**src/rtl/cfg_chain_loader.sv**
```systemverilog
// cfg_chain_loader: loads a serial configuration flop chain from a word stream.
// Words arrive over a valid/ready handshake and are shifted LSB-first onto the
// chain head. After CHAIN_LEN shifts, cfg_e is pulsed for CFGE_CYCLES cycles,
// after which cfg_done is held until the next start or abort.
//
// Ports:
//   CK, RSTN          clock, asynchronous active-low reset
//   start, abort      load request (IDLE/DONE only), synchronous abort to IDLE
//   in_valid/in_data  bitstream word input, bit 0 shifted first
//   in_ready          word accepted this cycle (combinational from registered state)
//   sc_se, sc_si      chain shift enable and serial data (sc_si=0 when sc_se=0)
//   cfg_e, cfg_done   configure enable (LATCH), configuration complete (DONE)
//   busy              high in LOAD and LATCH
module cfg_chain_loader #(
  parameter int unsigned CHAIN_LEN   = 64,
  parameter int unsigned DATA_W      = 8,
  parameter int unsigned CFGE_CYCLES = 2
) (
  input  logic              CK,
  input  logic              RSTN,
  input  logic              start,
  input  logic              abort,
  input  logic              in_valid,
  input  logic [DATA_W-1:0] in_data,
  output logic              in_ready,
  output logic              sc_se,
  output logic              sc_si,
  output logic              cfg_e,
  output logic              cfg_done,
  output logic              busy
);

  localparam int unsigned REM_W  = $clog2(CHAIN_LEN + 1);
  localparam int unsigned CNT_W  = $clog2(DATA_W + 1);
  localparam int unsigned CFGE_W = $clog2(CFGE_CYCLES + 1);

  typedef enum logic [1:0] {
    ST_IDLE,
    ST_LOAD,
    ST_LATCH,
    ST_DONE
  } state_e;

  state_e              state_q, state_d;
  logic [REM_W-1:0]    rem_q, rem_d;     // chain bits not yet scheduled for shifting
  logic [CNT_W-1:0]    cnt_q, cnt_d;     // buffered bits waiting behind the one on sc_si
  logic [DATA_W-1:0]   buf_q, buf_d;
  logic [CFGE_W-1:0]   cfge_q, cfge_d;
  logic                sc_se_q, sc_se_d;
  logic                sc_si_q, sc_si_d;
  logic                cfg_e_q, cfg_e_d;
  logic                cfg_done_q, cfg_done_d;
  logic                busy_q, busy_d;
  logic                ready_c;
  logic                accept_c;
  logic [31:0]         take_c;

  // Ready once the buffer has drained (its last bit is on the wire now) and
  // the chain still needs bits beyond those already buffered.
  assign ready_c  = (state_q == ST_LOAD) && (cnt_q == '0) &&
                    (32'(rem_q) > 32'(cnt_q));
  assign accept_c = in_valid && ready_c;

  // Next-state, counters and registered-output next values.
  always_comb begin
    state_d = state_q;
    rem_d   = rem_q;
    cnt_d   = cnt_q;
    buf_d   = buf_q;
    cfge_d  = cfge_q;
    sc_se_d = 1'b0;
    sc_si_d = 1'b0;
    take_c  = 32'd0;

    if (abort) begin
      state_d = ST_IDLE;
      rem_d   = '0;
      cnt_d   = '0;
      buf_d   = '0;
      cfge_d  = '0;
    end else begin
      case (state_q)
        ST_IDLE, ST_DONE: begin
          if (start) begin
            state_d = ST_LOAD;
            rem_d   = REM_W'(CHAIN_LEN);
            cnt_d   = '0;
            buf_d   = '0;
          end
        end
        ST_LOAD: begin
          if (rem_q == '0) begin
            state_d = ST_LATCH;
            cfge_d  = CFGE_W'(CFGE_CYCLES - 1);
          end else if (cnt_q != '0) begin
            sc_se_d = 1'b1;
            sc_si_d = buf_q[0];
            buf_d   = buf_q >> 1;
            cnt_d   = cnt_q - CNT_W'(1);
            rem_d   = rem_q - REM_W'(1);
          end else if (accept_c) begin
            // Only the low rem bits of a final partial word are kept.
            take_c  = (32'(rem_q) < DATA_W) ? 32'(rem_q) : DATA_W;
            sc_se_d = 1'b1;
            sc_si_d = in_data[0];
            buf_d   = in_data >> 1;
            cnt_d   = CNT_W'(take_c - 32'd1);
            rem_d   = rem_q - REM_W'(1);
          end
        end
        ST_LATCH: begin
          if (cfge_q == '0) begin
            state_d = ST_DONE;
          end else begin
            cfge_d = cfge_q - CFGE_W'(1);
          end
        end
        default: state_d = ST_IDLE;
      endcase
    end

    cfg_e_d    = (state_d == ST_LATCH);
    cfg_done_d = (state_d == ST_DONE);
    busy_d     = (state_d == ST_LOAD) || (state_d == ST_LATCH);
  end

  // State and output registers.
  always_ff @(posedge CK or negedge RSTN) begin
    if (!RSTN) begin
      state_q    <= ST_IDLE;
      rem_q      <= '0;
      cnt_q      <= '0;
      buf_q      <= '0;
      cfge_q     <= '0;
      sc_se_q    <= 1'b0;
      sc_si_q    <= 1'b0;
      cfg_e_q    <= 1'b0;
      cfg_done_q <= 1'b0;
      busy_q     <= 1'b0;
    end else begin
      state_q    <= state_d;
      rem_q      <= rem_d;
      cnt_q      <= cnt_d;
      buf_q      <= buf_d;
      cfge_q     <= cfge_d;
      sc_se_q    <= sc_se_d;
      sc_si_q    <= sc_si_d;
      cfg_e_q    <= cfg_e_d;
      cfg_done_q <= cfg_done_d;
      busy_q     <= busy_d;
    end
  end

  assign in_ready = ready_c;
  assign sc_se    = sc_se_q;
  assign sc_si    = sc_si_q;
  assign cfg_e    = cfg_e_q;
  assign cfg_done = cfg_done_q;
  assign busy     = busy_q;

endmodule
```
**config.mk**
```make
export PLATFORM = sky130hd
export DESIGN_NAME = cfg_chain_loader
export DESIGN_NICKNAME = d
export VERILOG_FILES = /design/src/rtl/cfg_chain_loader.sv
export SDC_FILE = /design/constraint.sdc
export NUM_CORES = 1
export LEC_CHECK = 0
export ABC_AREA = 1
export BUFFER_PORTS_ARGS = -buffer_cell sky130_fd_sc_hd__buf_2
export CORE_ASPECT_RATIO = 1.1
export CORE_UTILIZATION = 28
export CTS_CLUSTER_SIZE = 16
export DETAILED_ROUTE_END_ITERATION = 10
export PLACE_DENSITY = 0.47
export SYNTH_ARGS = -nofsm -noshare
export SYNTH_HDL_FRONTEND = slang
export SYNTH_SLANG_ARGS = --single-unit
```
**constraint.sdc**
```tcl
create_clock -name CK -period 2.16 [get_ports CK]
set_input_delay 0.324 -clock CK [delete_from_list [all_inputs] [get_ports CK]]
set_output_delay 0.324 -clock CK [all_outputs]
set_load 0.005 [all_outputs]
```
Word level (Yosys, flattened, before mapping):

Cells that the tools add are included.

* flip-flop bits (word level): 28
* logic and storage cells: 79

* eq/ne operators: 11
* $lt $le $gt $ge: 2
* reduce and logical (&&, ||, !) cells: 14
* add/sub/neg operators: 4
* mux-type cells: 38

Operator list (count)
* 8-bit 2-to-1 mux: 5
* 7-bit 2-to-1 mux: 5
* 4-bit 2-to-1 mux: 6
* 8-bit one-hot mux with 2 select lines: 1
* 2-bit 2-to-1 mux: 7
* 7-bit one-hot mux with 2 select lines: 1
* 1-bit 2-to-1 mux: 10
* 3-bit != test, second input constant: 3
* 2-bit equality test, second input constant: 4
* 4-bit one-hot mux with 2 select lines: 1
* 4-bit by 1-bit subtractor with 4-bit output, second input constant: 2
* 7-bit by 4-bit greater-than comparator with 1-bit output: 1
* 7-bit logical NOT: 1
* 7-bit by 4-bit less-than comparator with 1-bit output, second input constant: 1
* 7-bit by 1-bit subtractor with 7-bit output, second input constant: 1
* 2-bit one-hot mux with 3 select lines: 1
* 3-bit nonzero test: 2
* 2-bit by 1-bit equality test with 1-bit output, second input constant: 2
* 2-bit logical NOT: 2
* 4-bit logical NOT: 1
* 4-bit by 3-bit != test with 1-bit output, second input constant: 1
* 2-bit one-hot mux with 2 select lines: 1
* 4-bit AND reduction: 1
* 4-bit nonzero test: 1
* other kinds (6): 8

Depth between registers and ports, before layout:

* depth after elaboration: 9
* depth in mapped cells: 14

Least setup slack after synthesis:

No wires, ideal clock.

* path type: register to register
* start: register state_q[0]
* end: register busy_q (netlist: busy)
* cell stages (with the launch flop): 10
* setup time: 0.113 ns
* period minus slack after synthesis: 1.676 ns
* path slack: 0.484 ns
* arrival time: 1.563 ns
* data required time: 2.047 ns
* path through: dfrtp_1 > inv_1 > ha_1 > inv_1 > o21ai_0 > a31oi_1 > nor3_1 > inv_1 > ha_1 > inv_1

* word-level cells in the longest chain between the ends: 6
* elaborated cells on any way between the ends: 13

RTL lines
* from (decl): line 44 `state_e state_q, state_d;`
* from (signal assigned): line 141 `state_q <= state_d;`
* 2-bit equality test / 2-bit logical NOT (equally long branches): line 82 `case (state_q)`
* 2-bit OR reduction: line 82
* 2-bit one-hot mux with 3 select lines (*): line 82
* 2-bit 2-to-1 mux (*): line 75 `if (abort) begin`
* net state_d[0]: line 44
* 2-bit by 1-bit equality test with 1-bit output / 2-bit equality test (equally long branches): line 124 `busy_d = (state_d == ST_LOAD) || (state_d == ST_LATCH);`
* 1-bit logical OR (*): line 124
* net busy_d: line 53 `logic busy_q, busy_d;`
* to (signal assigned): line 150 `busy_q <= busy_d;`
* to (decl): line 53

The timed path passes the listed nets; every way through them passes the cells marked *.
A chain may end at the register's enable or synchronous reset.

Worst setup path in the final report:

* start: register cnt_q[1]
* end: output in_ready

* word-level cells in the longest chain between the ends: 3
* elaborated cells on any way between the ends: 4

RTL lines
* from (decl): line 46 `logic [CNT_W-1:0] cnt_q, cnt_d;`
* from (signal assigned): line 143 `cnt_q <= cnt_d;`
* branches (longest 2 deep; another with 7-bit by 4-bit greater-than comparator with 1-bit output)
* 1-bit logical AND (*): line 60 `assign ready_c = (state_q == ST_LOAD) && (cnt_q == '0) &&`
* to (decl): line 25 `output logic in_ready,`

Every way passes the cells marked *.

==> results.md <==
- Starting density of the core: 0.2933
- Core area: ~6700 um^2
- Routed WL: 4.512 mm
- Gate Count Post-Synth: 240
- F_max: around 490 MHz
- Flop2flop setup slack: roughly 0.28 ns
- Area post-placement: 2095 um^2
- Global route overflow: 0
- N_diodes: 0
- Design area: 2168 um^2
- I/O pin count: 19
- Seq/Total Area, Yosys: 0.3453
- RSZ-0062 raised after global routing: false
- Hold Fails Final Rpt: 0
- Seq cells post-synth: 27
- CTS tree: done
- Place WS: about 0.25 ns
- Area Growth Syn to Fin: 10.81%
- Chip Width: 81.71 um
- Vias in the first global route: between 1,500 and 2,000
- Synth Flop Type: dfrtp_1
- Layout net count: 286
- Post-DP HPWL: about 3.2 mm
- Final worst path period share: 0.9412
- Cell variety after synth: 34
- Final min period: between 2 and 2.5 ns
- Clock buffer depth: 2
- Worst-Skew Late Latency: between 0.2 and 0.3 ns
- Commonest non-fill, non-tap cell in the layout: nand2_1
- First DRT Iteration DRCs: 98
- Avg Cell Area, Syn: 8.154 um^2
- Least-Margin Pin Slew: around 0.65 ns
- R2R cell count: 9
- PwrDens: between 1500 and 2000 nW/um^2
- Final WS setup: 0.1270 ns
- Initial antenna violation count: 0
- Syn_nets: around 270
- Final GP Congestion: ~0.77
- First-pass GRT wire length: slightly below 8 mm
- Most frequent cells in the layout: 53 x nand2_1, 27 x nor2_1, 27 x dfrtp_1, 20 x inv_1, 18 x buf_2
- Drt wl/cell: roughly 13 um
- Root Driver: clkbuf_8
- Outcome: finished clean
- Clock sink count: 27
- Post-route DRC: 0
- Layout cells sized above 1: 0.2808
- Largest net degree at the start of global routing: 28
- Vias per cell: 4.632
- Port buffer count: 18
- Final Slew Violations: 0
- Mapped Area: ~2000 um^2
- Hold crit path type: primary input to async pin
- YS warnings: 0
- Req. time, crit path: 1.84 ns
- Post-synth ARST share: 1.000
- Final ANT Viol Nets: 0
- Sum of negative setup slack: 0 ns
- CTS clk-pin slew, worst paths: about 0.10 ns
- Max-Cap Viols: 0
- H-tree levels: 1
- CP arrival: around 1.7 ns
- Worst Path Max Fanout: 4
- Slew headroom: 0.5699
- Full die area: 7328 um^2
- Drt first pass iters: 4
- Total number of vias: 1,584
- CP startpoint kind: flop
- Post-synth EDFFs: 0
- Setup CP Type: flop to primary output
- Clock skew: 0.005101 ns
- Crit end category: primary output
- TritonCTS Buffers: 3
- Tot Pwr: between 3 and 4 mW
- Die Height: between 80 and 90 um
- Final setup viols: 0
- Worst vdd ir: approximately 900 uV
- Leak: 1.100 nW
- Num rows: 31
- GRT Util Overall: 0.1385
-- kinds of logic after synthesis --
| logic type | after synthesis | synth area share |
|---|---|---|
| adder cells (fa/ha/maj) | 12 | 0.07672 |
| AO/OA/AOI/OAI | 27 | 0.08824 |
| AND/OR/NAND/NOR | 137 | 0.3849 |
| buffers and inverters | 34 | 0.09143 |
| XOR/XNOR | 3 | 0.01343 |
| flip-flops | 27 | 0.3453 |
-- worst max-delay path: stages (launching register included) --
cell	delay (ns)
dfrtp_1	0.43
inv_1	0.06
ha_1	0.29
nand2_1	0.05
nor2_1	0.19
nand2_4	0.08
and3_2	0.21
buf_2	0.12
-- layer usage --
metal	vias to the layer above	wire length, um	GRT usage
met4	0	21	0.01595
met3	2	140	0.02626
li1	819	-	-
met2	16	2074	0.2265
met5	-	0	0
met1	747	2276	0.1953
-- power breakdown --
part / switching, mW / leakage [nW] / internal, mW / total (mW)
combinational: 1.59 / 0.710 / 0.849 / 2.44
sequential: 0.179 / 0.365 / 0.686 / 0.865
clock: 0.174 / 0.0255 / 0.130 / 0.304
total: 1.94 / 1.10 / 1.66 / 3.61
-- synthesized netlist by cell type, types with 4 or more instances --
cell / number / area (um^2)
a21oi_1: 9 / 45.04
buf_6: 4 / 45.04
dfrtp_1: 27 / 675.7
ha_1: 12 / 150.1
inv_1: 21 / 78.83
inv_2: 6 / 22.52
nand2_1: 53 / 198.9
nand2_2: 5 / 31.28
nand3_1: 16 / 80.08
nand3_2: 11 / 110.1
nor2_1: 27 / 101.4
nor2_4: 4 / 45.04
nor3_1: 7 / 35.03
o21ai_0: 10 / 50.05
-- registers in the layout (all words and copies together) (netlist names) --
signal	flops
state_q	2
cfge_q	2
busy	1
sc_si	1
sc_se	1
cfg_done	1
rem_q	7
cfg_e	1
buf_q	7
cnt_q	4
-- area by class of cell --
| class | instances | area, um^2 |
|---|---|---|
| Sequential cell | 27 | 675.6 |
| Timing Repair Buffer | 23 | 127.6 |
| Tap cell | 82 | 102.6 |
| Clock inverter | 1 | 5.005 |
| Clock buffer | 3 | 41.29 |
| Fill cell | 746 | 4503 |
| Inverter | 27 | 101.3 |
| Multi-Input combinational cell | 179 | 1115 |
-- path summary, 6_finish.rpt --
| check | endpoint | startpoint |
|---|---|---|
| max | in_ready | cnt_q[1] |
| max reg2reg | busy | state_q[0] |
| min | buf_q[4] | RSTN |
| min in group CK | sc_si | in_data[0] |
| min reg2reg | buf_q[3] | buf_q[3] |
| max in group asynchronous | cnt_q[0] | RSTN |
-- what timing repair did --
item                       4_1_cts  5_1_grt
hold buffers                     0        0
buffers inserted                 0        2
setup endpoints to repair        0        1
resized for setup                0        2
-- stage by stage --
stage,std cells,hold slack [ns],util
global route,342,0.1131,0.3250
finish,342,0.06201,0.3250
detailed placement,336,0.3919,0.3140
floorplan,240,0.02841,-
global placement,336,0.3937,0.3140
CTS,340,0.08168,0.3209
No activity file was read; power rests on OpenSTA's default activity.
